### src/rtl/alignment_collector_pkg.sv
// -----------------------------------------------------------------------------
// alignment_collector_pkg
// Shared definitions for the alignment collector slice:
//   - base encodings used on the traceback pair stream (gap, none)
//   - collector FSM state encoding
//   - pair classification (match / mismatch / gap)
//   - saturating clamp for the signed alignment score
// -----------------------------------------------------------------------------
package alignment_collector_pkg;

    // Base encodings on the (r, q) pair stream.
    localparam logic [2:0] BASE_GAP  = 3'b100;
    localparam logic [2:0] BASE_NONE = 3'b111;

    // Collector FSM states.
    typedef enum logic [1:0] {
        IDLE    = 2'd0,
        CAPTURE = 2'd1,
        DRAIN   = 2'd2
    } state_e;

    // Category of one alignment column.
    typedef enum logic [1:0] {
        CLS_MATCH    = 2'd0,
        CLS_MISMATCH = 2'd1,
        CLS_GAP      = 2'd2
    } pair_class_e;

    // A gap on either side wins over the base comparison.
    function automatic pair_class_e classify_pair(input logic [2:0] r, input logic [2:0] q);
        pair_class_e cls;
        if ((r == BASE_GAP) || (q == BASE_GAP)) begin
            cls = CLS_GAP;
        end else if (r == q) begin
            cls = CLS_MATCH;
        end else begin
            cls = CLS_MISMATCH;
        end
        return cls;
    endfunction

    // Clamp a wide intermediate score into the signed range of an sw-bit
    // two's-complement value, so the running score never wraps.
    function automatic int sat_score(input int value, input int sw);
        int max_v;
        int min_v;
        int res;
        max_v = (32'sd1 <<< (sw - 1)) - 32'sd1;
        min_v = -(32'sd1 <<< (sw - 1));
        if (value > max_v) begin
            res = max_v;
        end else if (value < min_v) begin
            res = min_v;
        end else begin
            res = value;
        end
        return res;
    endfunction

endpackage

### src/rtl/alignment_collector_if.sv
// -----------------------------------------------------------------------------
// alignment_collector_if
// Forward-order pair stream leaving the collector (valid/ready handshake).
//   out_valid : pair available (driven by master)
//   out_ready : consumer accepts the pair (driven by slave)
//   out_r     : reference base or gap
//   out_q     : query base or gap
//   out_last  : current pair is the final alignment column
// -----------------------------------------------------------------------------
interface alignment_collector_if;

    logic       out_valid;
    logic       out_ready;
    logic [2:0] out_r;
    logic [2:0] out_q;
    logic       out_last;

    modport master (
        output out_valid,
        output out_r,
        output out_q,
        output out_last,
        input  out_ready
    );

    modport slave (
        input  out_valid,
        input  out_r,
        input  out_q,
        input  out_last,
        output out_ready
    );

endinterface

### src/rtl/alignment_lifo.sv
// -----------------------------------------------------------------------------
// alignment_lifo
// Register-array stack holding captured (r, q) pairs as 6-bit words {r, q}.
// Ports:
//   clk, rst_n : clock, asynchronous active-low reset (pointer only)
//   clear      : synchronous pointer clear
//   push       : write push_data at ptr and increment (ignored when full)
//   pop        : decrement ptr (ignored when empty)
//   ptr        : number of stored entries
//   full/empty : stack status
//   rd_top     : mem[ptr-1], the entry a pop would remove
//   rd_next    : mem[ptr-2], the entry that becomes top after one pop
// push and pop are never requested in the same cycle by the owner.
// -----------------------------------------------------------------------------
module alignment_lifo #(
    parameter  int DEPTH = 16,
    localparam int PW    = $clog2(DEPTH + 1),
    localparam int IW    = (DEPTH > 1) ? $clog2(DEPTH) : 1
) (
    input  logic          clk,
    input  logic          rst_n,
    input  logic          clear,
    input  logic          push,
    input  logic [5:0]    push_data,
    input  logic          pop,
    output logic [PW-1:0] ptr,
    output logic          full,
    output logic          empty,
    output logic [5:0]    rd_top,
    output logic [5:0]    rd_next
);

    logic [5:0]    mem_r [DEPTH];
    logic [PW-1:0] ptr_r;
    logic [PW-1:0] top_idx_s;
    logic [PW-1:0] next_idx_s;
    logic          full_s;
    logic          empty_s;

    // Status flags and the two read taps used for zero-bubble draining.
    always_comb begin
        full_s     = (ptr_r == PW'(DEPTH));
        empty_s    = (ptr_r == {PW{1'b0}});
        top_idx_s  = ptr_r - PW'(1);
        next_idx_s = ptr_r - PW'(2);
        rd_top     = mem_r[top_idx_s[IW-1:0]];
        rd_next    = mem_r[next_idx_s[IW-1:0]];
    end

    // Stack pointer: clear has priority, then push, then pop.
    always_ff @(posedge clk or negedge rst_n) begin
        if (!rst_n) begin
            ptr_r <= {PW{1'b0}};
        end else if (clear) begin
            ptr_r <= {PW{1'b0}};
        end else if (push && !full_s) begin
            ptr_r <= ptr_r + PW'(1);
        end else if (pop && !empty_s) begin
            ptr_r <= ptr_r - PW'(1);
        end else begin
            ptr_r <= ptr_r;
        end
    end

    // Storage array; contents are meaningless below ptr after reset, so no reset.
    always_ff @(posedge clk) begin
        if (push && !full_s) begin
            mem_r[ptr_r[IW-1:0]] <= push_data;
        end
    end

    assign ptr   = ptr_r;
    assign full  = full_s;
    assign empty = empty_s;

endmodule

### src/rtl/alignment_collector.sv
// -----------------------------------------------------------------------------
// alignment_collector
// Captures the reverse-order (r, q) pair stream produced by traceback, keeps
// running alignment statistics, then replays the pairs in forward order over a
// valid/ready interface.
// Ports:
//   clk, rst_n         : clock, asynchronous active-low reset
//   start_traceback    : level; its rising edge in IDLE starts a capture,
//                        its fall during capture aborts
//   tb_out_r/tb_out_q  : traceback pair (4 = gap, 7 = none)
//   tb_finish          : traceback finished; this cycle's pair is the last one
//   out_if (master)    : forward-order stream out_valid/out_ready/out_r/out_q/out_last
//   n_match/n_mismatch/n_gap : column counts of the captured alignment
//   score              : saturating signed score
//   busy               : capture or drain in progress
//   done               : one-cycle pulse when the alignment has been delivered
//   overflow           : sticky, more pairs offered than the buffer holds
// -----------------------------------------------------------------------------
module alignment_collector
    import alignment_collector_pkg::*;
#(
    parameter  int L        = 8,
    parameter  int MATCH    = 2,
    parameter  int MISMATCH = 1,
    parameter  int GAP      = 2,
    parameter  int SW       = 8,
    localparam int DEPTH    = 2 * L,
    localparam int CW       = $clog2(2 * L + 1)
) (
    input  logic                 clk,
    input  logic                 rst_n,
    input  logic                 start_traceback,
    input  logic [2:0]           tb_out_r,
    input  logic [2:0]           tb_out_q,
    input  logic                 tb_finish,
    alignment_collector_if.master out_if,
    output logic [CW-1:0]        n_match,
    output logic [CW-1:0]        n_mismatch,
    output logic [CW-1:0]        n_gap,
    output logic signed [SW-1:0] score,
    output logic                 busy,
    output logic                 done,
    output logic                 overflow
);

    state_e               state_r;
    state_e               state_next_s;
    logic                 start_d_r;

    logic [CW-1:0]        n_match_r;
    logic [CW-1:0]        n_mismatch_r;
    logic [CW-1:0]        n_gap_r;
    logic signed [SW-1:0] score_r;
    logic                 overflow_r;
    logic                 busy_r;
    logic                 done_r;

    logic                 out_valid_r;
    logic [2:0]           out_r_r;
    logic [2:0]           out_q_r;
    logic                 out_last_r;

    logic                 start_rise_s;
    logic                 pair_valid_s;
    logic                 handshake_s;
    pair_class_e          cls_s;
    int                   delta_s;
    int                   score_sum_s;
    int                   score_sat_s;

    logic                 clear_s;
    logic                 abort_s;
    logic                 push_s;
    logic                 drop_s;
    logic                 pop_s;
    logic                 load_first_s;
    logic                 load_next_s;
    logic                 finish_done_s;
    logic                 drain_done_s;

    logic [CW-1:0]        lifo_ptr_s;
    logic                 lifo_full_s;
    logic                 lifo_empty_s;
    logic [5:0]           lifo_top_s;
    logic [5:0]           lifo_next_s;

    alignment_lifo #(
        .DEPTH (DEPTH)
    ) u_lifo (
        .clk       (clk),
        .rst_n     (rst_n),
        .clear     (clear_s | abort_s),
        .push      (push_s),
        .push_data ({tb_out_r, tb_out_q}),
        .pop       (pop_s),
        .ptr       (lifo_ptr_s),
        .full      (lifo_full_s),
        .empty     (lifo_empty_s),
        .rd_top    (lifo_top_s),
        .rd_next   (lifo_next_s)
    );

    // Pair qualification, classification and the saturated score update.
    always_comb begin
        start_rise_s = start_traceback & ~start_d_r;
        pair_valid_s = !((tb_out_r == BASE_NONE) && (tb_out_q == BASE_NONE));
        handshake_s  = out_valid_r & out_if.out_ready;
        cls_s        = classify_pair(tb_out_r, tb_out_q);
        case (cls_s)
            CLS_MATCH:    delta_s = MATCH;
            CLS_MISMATCH: delta_s = -MISMATCH;
            CLS_GAP:      delta_s = -GAP;
            default:      delta_s = 0;
        endcase
        score_sum_s = int'(score_r) + delta_s;
        score_sat_s = sat_score(score_sum_s, SW);
    end

    // FSM next state and the per-cycle control strobes.
    // The finish-cycle pair is stored like any other valid pair; a finish
    // presented with the (none, none) pair and nothing stored yet is an
    // empty capture and completes straight away.
    always_comb begin
        state_next_s  = state_r;
        clear_s       = 1'b0;
        abort_s       = 1'b0;
        push_s        = 1'b0;
        drop_s        = 1'b0;
        pop_s         = 1'b0;
        load_first_s  = 1'b0;
        load_next_s   = 1'b0;
        finish_done_s = 1'b0;
        drain_done_s  = 1'b0;
        case (state_r)
            IDLE: begin
                if (start_rise_s) begin
                    state_next_s = CAPTURE;
                    clear_s      = 1'b1;
                end else begin
                    state_next_s = IDLE;
                end
            end
            CAPTURE: begin
                if (!start_traceback) begin
                    state_next_s = IDLE;
                    abort_s      = 1'b1;
                end else begin
                    if (pair_valid_s) begin
                        if (lifo_full_s) begin
                            drop_s = 1'b1;
                        end else begin
                            push_s = 1'b1;
                        end
                    end else begin
                        push_s = 1'b0;
                    end
                    if (tb_finish) begin
                        if (push_s || !lifo_empty_s) begin
                            state_next_s = DRAIN;
                            load_first_s = 1'b1;
                        end else begin
                            state_next_s  = IDLE;
                            finish_done_s = 1'b1;
                        end
                    end else begin
                        state_next_s = CAPTURE;
                    end
                end
            end
            DRAIN: begin
                if (handshake_s) begin
                    pop_s = 1'b1;
                    if (out_last_r) begin
                        state_next_s = IDLE;
                        drain_done_s = 1'b1;
                    end else begin
                        load_next_s = 1'b1;
                    end
                end else begin
                    state_next_s = DRAIN;
                end
            end
            default: begin
                state_next_s = IDLE;
            end
        endcase
    end

    // State, start-edge history, busy and done pulse.
    always_ff @(posedge clk or negedge rst_n) begin
        if (!rst_n) begin
            state_r   <= IDLE;
            start_d_r <= 1'b0;
            busy_r    <= 1'b0;
            done_r    <= 1'b0;
        end else begin
            state_r   <= state_next_s;
            start_d_r <= start_traceback;
            busy_r    <= (state_next_s != IDLE);
            done_r    <= finish_done_s | drain_done_s;
        end
    end

    // Alignment statistics; cleared on a start edge, held otherwise.
    always_ff @(posedge clk or negedge rst_n) begin
        if (!rst_n) begin
            n_match_r    <= {CW{1'b0}};
            n_mismatch_r <= {CW{1'b0}};
            n_gap_r      <= {CW{1'b0}};
            score_r      <= {SW{1'b0}};
            overflow_r   <= 1'b0;
        end else if (clear_s) begin
            n_match_r    <= {CW{1'b0}};
            n_mismatch_r <= {CW{1'b0}};
            n_gap_r      <= {CW{1'b0}};
            score_r      <= {SW{1'b0}};
            overflow_r   <= 1'b0;
        end else begin
            if (push_s) begin
                case (cls_s)
                    CLS_MATCH:    n_match_r    <= n_match_r + CW'(1);
                    CLS_MISMATCH: n_mismatch_r <= n_mismatch_r + CW'(1);
                    CLS_GAP:      n_gap_r      <= n_gap_r + CW'(1);
                    default:      n_gap_r      <= n_gap_r;
                endcase
                score_r <= score_sat_s[SW-1:0];
            end
            if (drop_s) begin
                overflow_r <= 1'b1;
            end
        end
    end

    // Output stage. On drain entry the newest pair is presented: the one
    // pushed this very edge, or the stack top when this edge pushed nothing.
    // On each handshake the entry below the top is preloaded so transfers
    // can run back to back. The data fields hold whenever valid is low.
    always_ff @(posedge clk or negedge rst_n) begin
        if (!rst_n) begin
            out_valid_r <= 1'b0;
            out_r_r     <= BASE_NONE;
            out_q_r     <= BASE_NONE;
            out_last_r  <= 1'b0;
        end else if (load_first_s) begin
            out_valid_r <= 1'b1;
            if (push_s) begin
                out_r_r    <= tb_out_r;
                out_q_r    <= tb_out_q;
                out_last_r <= lifo_empty_s;
            end else begin
                out_r_r    <= lifo_top_s[5:3];
                out_q_r    <= lifo_top_s[2:0];
                out_last_r <= (lifo_ptr_s == CW'(1));
            end
        end else if (load_next_s) begin
            out_valid_r <= 1'b1;
            out_r_r     <= lifo_next_s[5:3];
            out_q_r     <= lifo_next_s[2:0];
            out_last_r  <= (lifo_ptr_s == CW'(2));
        end else if (drain_done_s) begin
            out_valid_r <= 1'b0;
        end else begin
            out_valid_r <= out_valid_r;
        end
    end

    assign out_if.out_valid = out_valid_r;
    assign out_if.out_r     = out_r_r;
    assign out_if.out_q     = out_q_r;
    assign out_if.out_last  = out_last_r;
    assign n_match          = n_match_r;
    assign n_mismatch       = n_mismatch_r;
    assign n_gap            = n_gap_r;
    assign score            = score_r;
    assign busy             = busy_r;
    assign done             = done_r;
    assign overflow         = overflow_r;

endmodule
### src/flat_wrapper.sv
// flat-port wrapper written by rule: the top's interface ports become plain ports
module alignment_collector_flat import alignment_collector_pkg::*;
#(
    parameter  int L        = 8,
    parameter  int MATCH    = 2,
    parameter  int MISMATCH = 1,
    parameter  int GAP      = 2,
    parameter  int SW       = 8,
    localparam int DEPTH    = 2 * L,
    localparam int CW       = $clog2(2 * L + 1)
)
  (clk, rst_n, start_traceback, tb_out_r, tb_out_q, tb_finish, n_match, n_mismatch, n_gap, score, busy, done, overflow, out_if_out_valid, out_if_out_r, out_if_out_q, out_if_out_last, out_if_out_ready);
  alignment_collector_if out_if_i ();
  input  logic clk;
  input  logic rst_n;
  input  logic start_traceback;
  input  logic [2:0] tb_out_r;
  input  logic [2:0] tb_out_q;
  input  logic tb_finish;
  output logic [CW-1:0] n_match;
  output logic [CW-1:0] n_mismatch;
  output logic [CW-1:0] n_gap;
  output logic signed [SW-1:0] score;
  output logic busy;
  output logic done;
  output logic overflow;
  output wire logic [$bits(out_if_i.out_valid)-1:0] out_if_out_valid;
  output wire logic [$bits(out_if_i.out_r)-1:0] out_if_out_r;
  output wire logic [$bits(out_if_i.out_q)-1:0] out_if_out_q;
  output wire logic [$bits(out_if_i.out_last)-1:0] out_if_out_last;
  input wire logic [$bits(out_if_i.out_ready)-1:0] out_if_out_ready;
  assign out_if_out_valid = out_if_i.out_valid;
  assign out_if_out_r = out_if_i.out_r;
  assign out_if_out_q = out_if_i.out_q;
  assign out_if_out_last = out_if_i.out_last;
  assign out_if_i.out_ready = out_if_out_ready;
  alignment_collector #(.L(L), .MATCH(MATCH), .MISMATCH(MISMATCH), .GAP(GAP), .SW(SW)) u_core (.clk(clk), .rst_n(rst_n), .start_traceback(start_traceback), .tb_out_r(tb_out_r), .tb_out_q(tb_out_q), .tb_finish(tb_finish), .out_if(out_if_i), .n_match(n_match), .n_mismatch(n_mismatch), .n_gap(n_gap), .score(score), .busy(busy), .done(done), .overflow(overflow));
endmodule
### config.mk
export PLATFORM = sky130hd
export DESIGN_NAME = alignment_collector_flat
export DESIGN_NICKNAME = d
export VERILOG_FILES = /design/src/rtl/alignment_collector_pkg.sv /design/src/rtl/alignment_collector_if.sv /design/src/rtl/alignment_lifo.sv /design/src/rtl/alignment_collector.sv /design/src/flat_wrapper.sv
export SDC_FILE = /design/constraint.sdc
export NUM_CORES = 1
export LEC_CHECK = 0
export ABC_CLOCK_PERIOD_IN_PS = 4700
export BUFFER_PORTS_ARGS = -buffer_cell sky130_fd_sc_hd__clkbuf_2
export CORE_UTILIZATION = 30
export CTS_BUF_LIST = sky130_fd_sc_hd__clkbuf_2
export DETAILED_ROUTE_END_ITERATION = 10
export PLACE_DENSITY_LB_ADDON = 0.15
export SYNTH_ARGS = -nofsm -noshare
export SYNTH_HDL_FRONTEND = slang
export SYNTH_SLANG_ARGS = --single-unit
### constraint.sdc
create_clock -name clk -period 4.7 [get_ports clk]
set_clock_uncertainty 0.1 [all_clocks]
set_input_delay 0.235 -clock clk [delete_from_list [all_inputs] [get_ports clk]]
set_output_delay 0.235 -clock clk [all_outputs]
set_load 0.005 [all_outputs]
==> impl_metrics.json <==
{
  "row_count": 57,
  "synth_ff_type": "edfxtp_1",
  "insertion_delay_ns": 0.71,
  "area_delta_synth_final_pct": 16.7,
  "grt_pass1_vias": 5239,
  "intPower_mw": 2.97,
  "numCtsBuffers": 17,
  "synth_commonest_cells": "96 x edfxtp_1, 54 x nor2_1, 48 x mux4_2",
  "synth_most_common_cell": "edfxtp_1",
  "synth_edf_count": 96,
  "htreeDepth": 4,
  "cts_root_buffer": "clkbuf_2",
  "slew_headroom_pct": 14.5,
  "setup_viol": 0,
  "power-per-cell-area_nw_per_um2": 565,
  "core-area_um2": 24600,
  "yosysUniqueCellTypes": 65,
  "gp_congestion": 0.821,
  "share_comb_of_total_power_pct": 54.3,
  "tightest_slew_ns": 1.27,
  "ios": 45,
  "p_leak_nw": 3.39,
  "hold_viol_final": 0,
  "max_freq_ghz": 0.220,
  "avgViaCountPerCell": 5.16,
  "fin_nets": 702,
  "drt_iter0_markers": 335,
  "grtUsageTotal_pct": 16.6,
  "crit_fanout": 7,
  "clkPwrFrac_pct": 14.7,
  "syn_area_um2": 7630,
  "drive_gt1_share_pct": 29.9,
  "drtAntennaViolNets": 0,
  "post-route-period-util_pct": 96.9,
  "synth_nets": 610,
  "start_util_pct": 31.0,
  "vias": 5150,
  "maxCapViolations": 0,
  "gr-total-overflow": 0,
  "clk_pin_slew_ns": 0.22,
  "crit_chain": "dlygate4sd3_1 > clkbuf_2 > buf_4 > xnor2_1 > a31oi_1 > o31a_1 > and2_4 > ha_2 > inv_1 > fa_1 > nand2b_1 > a211o_4 > nand3_1 > fa_1 > or4b_1 > or4_4 > a311oi_4 > a211oi_4 > nand2_1 > o211ai_1",
  "dpl_cell_area_um2": 8470,
  "final_util_pct": 36.2,
  "dp_hpwl_um": 14800,
  "irDropWorstVdd_mv": 0.272,
  "ys_seq_elements": 138,
  "critPathArrivalTime_ns": 5.07,
  "yosys-top-cells-area": "edfxtp_1 38%, mux4_2 14%, dfrtp_1 12%, fa_1 3.1%, ha_1 3.1%",
  "cts_max_path_buffers": 2,
  "numPortBuffers": 44,
  "seq_area_frac_synth_pct": 51.7,
  "rsz0062_at_grt": "false",
  "grt_pass1_wl_um": 31800,
  "worst_path_largest_cell_delay_ns": 0.55,
  "fillCellCount": 2399,
  "path_class": "input port to flip-flop",
  "antenna_found_initial": 1,
  "grt_max_degree": 56,
  "seqPwrFrac_pct": 31.0,
  "crit_path_frequent_cell": "fa_1",
  "ys_async_sr_fraction_pct": 30.4,
  "die_w_um": 161,
  "switchingPower_mw": 2.06,
  "cts_tree": "built",
  "multiInputGateArea_um2": 3580,
  "regArea_um2": 3940,
  "post_drt_wl_per_cell_um": 20.8,
  "dieArea_um2": 26100,
  "syn_area_per_cell_um2": 13.4,
  "fin_cells": 998,
  "swShare_pct": 41.0,
  "post-route-min-period_ns": 4.55,
  "cts.sinks": 138,
  "status": "completed",
  "fin_area_um2": 8900,
  "end_kind": "flip-flop",
  "hold_path_class": "input port to flip-flop",
  "critPathSlowestCell": "dlygate4sd3_1",
  "worst_hold_slack_ns": 0.128,
  "dr.pass1.iters": 5,
  "syn_inst": 568,
  "slew_violations": 0,
  "yosys_warnings": 0,
  "netlist.area_leader.share_pct": 37.8,
  "wl_um": 20700,
  "worstPathRequired_ns": 5.21,
  "die_h_um": 161,
  "dpl.cell_count": 954,
  "synth_top_cell_by_area": "edfxtp_1",
  "crit_path_start_kind": "input port",
  "drcViolationCount": 0
}
==> worst paths after layout <==
path                       cells past startpoint                    from                      to  slack (ns)
hold / removal                                 2         start_traceback        u_core.start_d_r        0.13
hold reg to reg                                2  u_core.out_if.out_q[2]  u_core.out_if.out_q[2]        0.43
max in group asynchronous                      4                   rst_n  u_core.out_if.out_r[0]        3.53
min in group asynchronous                      4                   rst_n    u_core.u_lifo.ptr[0]        0.55
setup reg to reg                              13         u_core.score[0]         u_core.score[0]        0.70
setup / recovery                              20             tb_out_r[1]         u_core.score[0]        0.15
==> state kept, by name, summed over array words and instances, names as in the netlist, 2 cells and up <==
register	cells
u_core.u_lifo.mem_r	96
u_core.score	8
u_core.n_gap	5
u_core.n_match	5
u_core.n_mismatch	5
u_core.u_lifo.ptr	5
u_core.out_if.out_q	3
u_core.out_if.out_r	3
u_core.state_r	2
==> stage by stage <==
step                power, mW  worst slack (ns)  setup TNS [ns]
floorplan                3.47           0.00109               0
global placement         4.27            -0.107          -0.651
detailed placement       4.28            -0.214           -1.33
CTS                      5.03            0.0406               0
global route             5.38            0.0116               0
finish                   5.03             0.145               0
==> final cells by class <==
type / count / share of cell area [%]
Inverter: 18 / 0.759
Tap cell: 324 / 4.55
Sequential cell: 138 / 44.3
Timing Repair Buffer: 98 / 7.34
Clock inverter: 15 / 1.86
Multi-Input combinational cell: 387 / 40.2
Antenna cell: 1 / 0.0281
Clock buffer: 17 / 0.956
==> cells by family after synthesis <==
group	Yosys count	share of synthesized area [%]
AO/OA/AOI/OAI	94	8.10
XOR/XNOR	18	2.07
flip-flops	138	51.7
buffers and inverters	43	2.38
other	2	0.0985
adder cells (fa/ha/maj)	31	6.27
AND/OR/NAND/NOR	166	11.5
multiplexers	76	17.9
==> what timing repair did <==
action,CTS,global route
gates resized for setup,0,13
endpoints found under the setup margin,0,7
buffers inserted,0,0
hold buffers,11,0
hold endpoints to repair,132,0
==> cells in the final DEF, fill, tap and decap left out, types with 4 or more instances in the layout <==
cell type      Yosys  final
mux2i_1           22     22
and3_1            11     11
clkbuf_2           0     61
inv_6              0      4
a21o_1             6      6
ha_1              19     18
mux2_2             6      6
dlygate4sd3_1      0     11
fa_1              12     12
o21ai_1            6      7
xnor2_1            7      7
mux4_2            48     48
buf_4              0     43
nor3_1            10      8
nand4_1            6      6
nand2b_1           8      8
nand2_1           27     27
or3_1              5      5
inv_1             18     18
xor2_1            11     11
dfstp_2            6      6
edfxtp_1          96     96
o21ai_0           18     16
nor2b_1            5      5
a31oi_1           10     10
a21oi_1           30     28
nand3_1           13     13
nor2_1            54     54
dfrtp_1           36     35
==> power groups by stage <==
| stage | combinational, mW | clock [mW] | sequential [mW] |
|---|---|---|---|
| 2_1_floorplan | 1.91 | 0 | 1.55 |
| 3_3_place_gp | 2.69 | 0 | 1.58 |
| 3_5_place_dp | 2.69 | 0 | 1.58 |
| 4_1_cts | 2.71 | 0.766 | 1.56 |
| 5_1_grt | 2.99 | 0.811 | 1.58 |
| 6_report | 2.73 | 0.741 | 1.56 |
==> critical path, delay by kind of cell <==
kind / cells / cell delay [ns]
adder cells (fa/ha/maj): 3 / 1.00
XOR/XNOR: 1 / 0.14
buffers and inverters: 4 / 0.90
AND/OR/NAND/NOR: 6 / 1.56
AO/OA/AOI/OAI: 6 / 1.24
==> routing by layer <==
metal / vias up / wire length, um / track usage [%]
met1: 2645 / 9640 / 22.8
met2: 124 / 9870 / 26.5
met5: - / 0 / 0
met3: 14 / 928 / 3.44
met4: 0 / 310 / 4.72
li1: 2367 / - / -
Power figures use the tool's default switching activity.
